[src/rtl/mem_refill_arb.sv]
// Two-port cache line refill arbiter onto one fixed-latency memory read port.
// Bursts run to completion (or abandonment); ties alternate via prio.
module mem_refill_arb #(
  parameter int BLOCK_WIDTH = 3,
  parameter int RD_LATENCY  = 2
) (
  input  logic        i_ck,
  input  logic        i_rb,
  input  logic        i_p0_req,
  input  logic [29:0] i_p0_addr,
  output logic        o_p0_ack,
  output logic [31:0] o_p0_data,
  input  logic        i_p1_req,
  input  logic [29:0] i_p1_addr,
  output logic        o_p1_ack,
  output logic [31:0] o_p1_data,
  output logic        o_ram_rd,
  output logic [29:0] o_ram_addr,
  input  logic [31:0] i_ram_data,
  output logic        o_busy,
  output logic        o_grant
);

  localparam logic [1:0] S_IDLE  = 2'd0;
  localparam logic [1:0] S_ISSUE = 2'd1;
  localparam logic [1:0] S_WAIT  = 2'd2;
  localparam logic [1:0] S_ACK   = 2'd3;

  localparam logic [3:0] LAT_INIT = 4'(RD_LATENCY - 1);

  logic [1:0]             state_q, state_d;
  logic                   grant_q, grant_d;
  logic                   prio_q, prio_d;
  logic [BLOCK_WIDTH-1:0] beat_q, beat_d;
  logic [3:0]             lat_q, lat_d;
  logic [31:0]            rdata_q, rdata_d;

  logic req_g;
  logic beat_last;

  assign req_g     = grant_q ? i_p1_req : i_p0_req;
  assign beat_last = &beat_q;

  always_comb begin
    state_d = state_q;
    grant_d = grant_q;
    prio_d  = prio_q;
    beat_d  = beat_q;
    lat_d   = lat_q;
    rdata_d = rdata_q;
    unique case (state_q)
      S_IDLE: begin
        if (i_p0_req | i_p1_req) begin
          grant_d = (i_p0_req & i_p1_req) ? prio_q : i_p1_req;
          beat_d  = '0;
          state_d = S_ISSUE;
        end
      end
      S_ISSUE: begin
        lat_d   = LAT_INIT;
        state_d = S_WAIT;
      end
      S_WAIT: begin
        if (lat_q != 4'd0) begin
          lat_d = lat_q - 4'd1;
        end else begin
          rdata_d = i_ram_data;
          state_d = S_ACK;
        end
      end
      S_ACK: begin
        // an abandoned line ends here too, after its read has drained
        if (beat_last || !req_g) begin
          prio_d  = ~grant_q;
          state_d = S_IDLE;
        end else begin
          beat_d  = beat_q + 1'b1;
          state_d = S_ISSUE;
        end
      end
      default: state_d = S_IDLE;
    endcase
  end

  always_ff @(posedge i_ck or negedge i_rb) begin
    if (!i_rb) begin
      state_q <= S_IDLE;
      grant_q <= 1'b0;
      prio_q  <= 1'b0;
      beat_q  <= '0;
      lat_q   <= 4'd0;
      rdata_q <= 32'd0;
    end else begin
      state_q <= state_d;
      grant_q <= grant_d;
      prio_q  <= prio_d;
      beat_q  <= beat_d;
      lat_q   <= lat_d;
      rdata_q <= rdata_d;
    end
  end

  assign o_ram_rd   = (state_q == S_ISSUE);
  assign o_ram_addr = !o_ram_rd ? 30'd0 :
                      (grant_q ? i_p1_addr : i_p0_addr);
  assign o_p0_ack   = (state_q == S_ACK) & ~grant_q & i_p0_req;
  assign o_p1_ack   = (state_q == S_ACK) & grant_q & i_p1_req;
  assign o_p0_data  = rdata_q;
  assign o_p1_data  = rdata_q;
  assign o_busy     = (state_q != S_IDLE);
  assign o_grant    = grant_q;

endmodule

[config.mk]
export PLATFORM = sky130hd
export DESIGN_NAME = mem_refill_arb
export DESIGN_NICKNAME = d
export VERILOG_FILES = /design/src/rtl/mem_refill_arb.sv
export SDC_FILE = /design/constraint.sdc
export NUM_CORES = 1
export LEC_CHECK = 0
export ABC_AREA = 1
export BUFFER_PORTS_ARGS = -buffer_cell sky130_fd_sc_hd__buf_4
export CAP_MARGIN = 40
export CORE_MARGIN = 2
export CORE_UTILIZATION = 37
export DETAILED_ROUTE_END_ITERATION = 8
export GPL_ROUTABILITY_DRIVEN = 0
export PLACE_DENSITY = 0.87
export SYNTH_ARGS = -nofsm -noshare
export SYNTH_HDL_FRONTEND = slang
export SYNTH_SLANG_ARGS = --single-unit
[constraint.sdc]
create_clock -name i_ck -period 1.2 [get_ports i_ck]
set_input_delay 0.06 -clock i_ck [delete_from_list [all_inputs] [get_ports i_ck]]
set_output_delay 0.06 -clock i_ck [all_outputs]
set_load 0.02 [all_outputs]
==> flow_metrics.env <==
export IMPL_power_w=0.0148
export IMPL_numPortBuffers=194
export IMPL_ios=195
export IMPL_rows=31
export IMPL_fin_nets=658
export IMPL_p_leak_nw=2.70
export IMPL_crit_family="flip-flops"
export IMPL_hpwl_um=6010
export IMPL_max_stage_delay_ps=420
export IMPL_grt_max_degree=44
export IMPL_grtUsageMet1=0.232
export IMPL_met3_usage=0.0536
export IMPL_rsz0062_at_grt="true"
export IMPL_setup_worst_path_class="reg -> out"
export IMPL_root_buffer="clkbuf_8"
export IMPL_antenna_found_initial=0
export IMPL_core_area_mm2=0.00718
export IMPL_die_x_um=89.5
export IMPL_drt_pre_antenna_iters=4
export IMPL_maxSlewHeadroom=0.622
export IMPL_final_cell_area_mm2=0.00525
export IMPL_holdWs_ps=4.25
export IMPL_path_max_fanout=16
export IMPL_cts_buffer_depth=2
export IMPL_timing_critical_path_to_type="output port"
export IMPL_worstPathCellList="inv_2 -> ha_4 -> buf_12 -> o21ai_1 -> nor2_2 -> buf_6"
export IMPL_cts_buffers=5
export IMPL_via_per_inst=4.71
export IMPL_cp_arrival_ps=1460
export IMPL_cts_tree="built"
export IMPL_cp_buffers_inverters=3
export IMPL_drc=0
export IMPL_skew_ps=6.93
export IMPL_dieArea_mm2=0.00802
export IMPL_vias=3080
export IMPL_drive_gt1_frac=0.667
export IMPL_tightest_slew_ps=567
export IMPL_utilization=0.731
export IMPL_ir_drop_mv=1.87
export IMPL_ys_ff_latch=43
export IMPL_cts_sinks=43
export IMPL_powerDensity_mw_per_mm2=2810
export IMPL_final_setup_worst_slack_ps=-320
export IMPL_routedWlPerCell_um=15.6
export IMPL_grt_usage=0.225
export IMPL_cp_slowest_cell="dfrtp_1"
export IMPL_antenna_diode_count=0
export IMPL_place_area_mm2=0.00428
export IMPL_start_util=0.377
export IMPL_path_clk_slew_ps=90
export IMPL_htree_levels=2
export IMPL_die_height_um=89.5
export IMPL_busiest_layer="met2"
export IMPL_antenna_left=0
export IMPL_maxCapViolations=0
export IMPL_met2_usage=0.451
export IMPL_fmax_mhz=658
export IMPL_min_period_over_period=1.27
export IMPL_drt_wl_total_um=10200
export IMPL_drt_iter0_markers=80
export IMPL_setup_viol_count_final=77
export IMPL_hold_path_class="in -> reg"
export IMPL_violations="setup timing"
export IMPL_netlist_instances=352
export IMPL_synthesis_area_mm2=0.00271
export IMPL_syn_to_final_growth_pct=93.9
export IMPL_synth_area_per_cell_um2=7.69
export IMPL_synth_yosys_warnings=0
export IMPL_fin_crit_ps=1520
export IMPL_synth_seq_area_share=0.397
export IMPL_clkLatencyLatePin_ps=290
export IMPL_grt_pass1_wl_um=14000
export IMPL_synth_cell_types=26
export IMPL_critPathRequiredTime_ps=1140
export IMPL_slew_violations=0
export IMPL_grt_pass1_vias=3001
export IMPL_grt_ovfl_total=0
export IMPL_hold_viol=0
export IMPL_status="finished with violations"
export IMPL_start_kind="flop"
export IMPL_synth_fp_nets=456
## power breakdown
part / switching (W) / internal (W)
Sequential: 0.000933 / 0.00215
Combinational: 0.00563 / 0.00514
Clock: 0.000516 / 0.000408
Total: 0.00708 / 0.00769
## registers in the layout (all words and copies together) (netlist names)
register / cells
lat_q: 4
o_p0_data: 32
state_q: 2
o_grant: 1
prio_q: 1
beat_q: 3
## stage by stage
stage	worst slack (ps)	setup TNS, ps	cells
after floorplan	-56.6	-2930	352
after global placement	-124	-5160	615
after detailed placement	-176	-8010	615
after CTS	-302	-16280	649
after global routing	-382	-22340	654
final	-320	-18250	654
## layout by cell type (no fill, tap or decap), drive strengths merged
| cell | synthesis | final |
|---|---|---|
| o22ai | 3 | 3 |
| buf | 41 | 234 |
| nand3 | 5 | 5 |
| dlygate4sd3 | 0 | 7 |
| dfrtp | 43 | 43 |
| clkinv | 0 | 1 |
| o21ai | 68 | 68 |
| xnor2 | 1 | 1 |
| nor3 | 1 | 1 |
| or2 | 1 | 1 |
| nand3b | 2 | 2 |
| ha | 8 | 8 |
| clkbuf | 7 | 8 |
| clkinvlp | 0 | 1 |
| nor2 | 67 | 67 |
| a21oi | 2 | 2 |
| nand2 | 57 | 57 |
| nand4 | 1 | 1 |
| inv | 45 | 45 |
## final timing paths
path	cells after the start	slack, ps	start	endpoint
worst max-delay path	6	-320	state_q[1]$_DFFE_PN0P_	o_ram_addr[21]
worst min-delay path	3	4	i_ram_data[24]	o_p0_data[24]$_DFFE_PN0P_
worst max register to register	8	-310	state_q[0]$_DFFE_PN0P_	o_p0_data[28]$_DFFE_PN0P_
worst min register to register	2	520	prio_q$_DFFE_PN0P_	prio_q$_DFFE_PN0P_
max in group asynchronous	2	490	i_rb	o_grant$_DFFE_PN0P_
min in group asynchronous	2	300	i_rb	o_p0_data[0]$_DFFE_PN0P_
## kinds of logic (layout without fill, tap and decap cells)
logic type                 Yosys count  in the layout  synth area share
AOI/OAI and AO/OA                   73             73             0.167
and+or+nand+nor                    134            134             0.201
adders and majority gates            8              8            0.0370
buffers and inverters               93            296             0.194
xor gates and xnor gates             1              1           0.00324
DFF                                 43             43             0.397
## cell usage after synthesis, drive strengths merged
library cell / count / area share
nand4: 1 / 0.0023
xnor2: 1 / 0.0032
nand3b: 2 / 0.0055
a21oi: 2 / 0.0037
nor3: 1 / 0.0037
o21ai: 68 / 0.16
dfrtp: 43 / 0.40
o22ai: 3 / 0.0069
or2: 1 / 0.0023
ha: 8 / 0.037
nand2: 57 / 0.083
clkbuf: 7 / 0.011
nor2: 67 / 0.094
inv: 45 / 0.062
nand3: 5 / 0.011
buf: 41 / 0.12
## final cells by class
type / count / area (um^2)
Clock buffer: 6 / 72.6
Clock inverter: 2 / 12.5
Fill cell: 493 / 1930
Inverter: 45 / 176
Multi-Input combinational cell: 216 / 1560
Sequential cell: 43 / 1080
Tap cell: 99 / 124
Timing Repair Buffer: 243 / 2220
## routing by layer
metal	part of all wire	up-vias
met1	0.36	1444
met2	0.55	161
met3	0.085	11
li1	-	1464
met4	0.0093	0
met5	0	-
## worst min-delay path, cell delays in order
cell and delay [ps]:
buf_4 100, inv_1 50, o21ai_2 50
## timing repair
| action | in CTS | in global routing |
|---|---|---|
| hold buffers | 7 | 0 |
| pin swaps | 4 | 8 |
| buffers inserted | 14 | 6 |
| endpoints found under the setup margin | 77 | 77 |
| cloned | 7 | 3 |
| endpoints found under the hold margin | 49 | 0 |
| resized for setup | 94 | 56 |
Note: power is estimated with default switching activity, not from simulation.
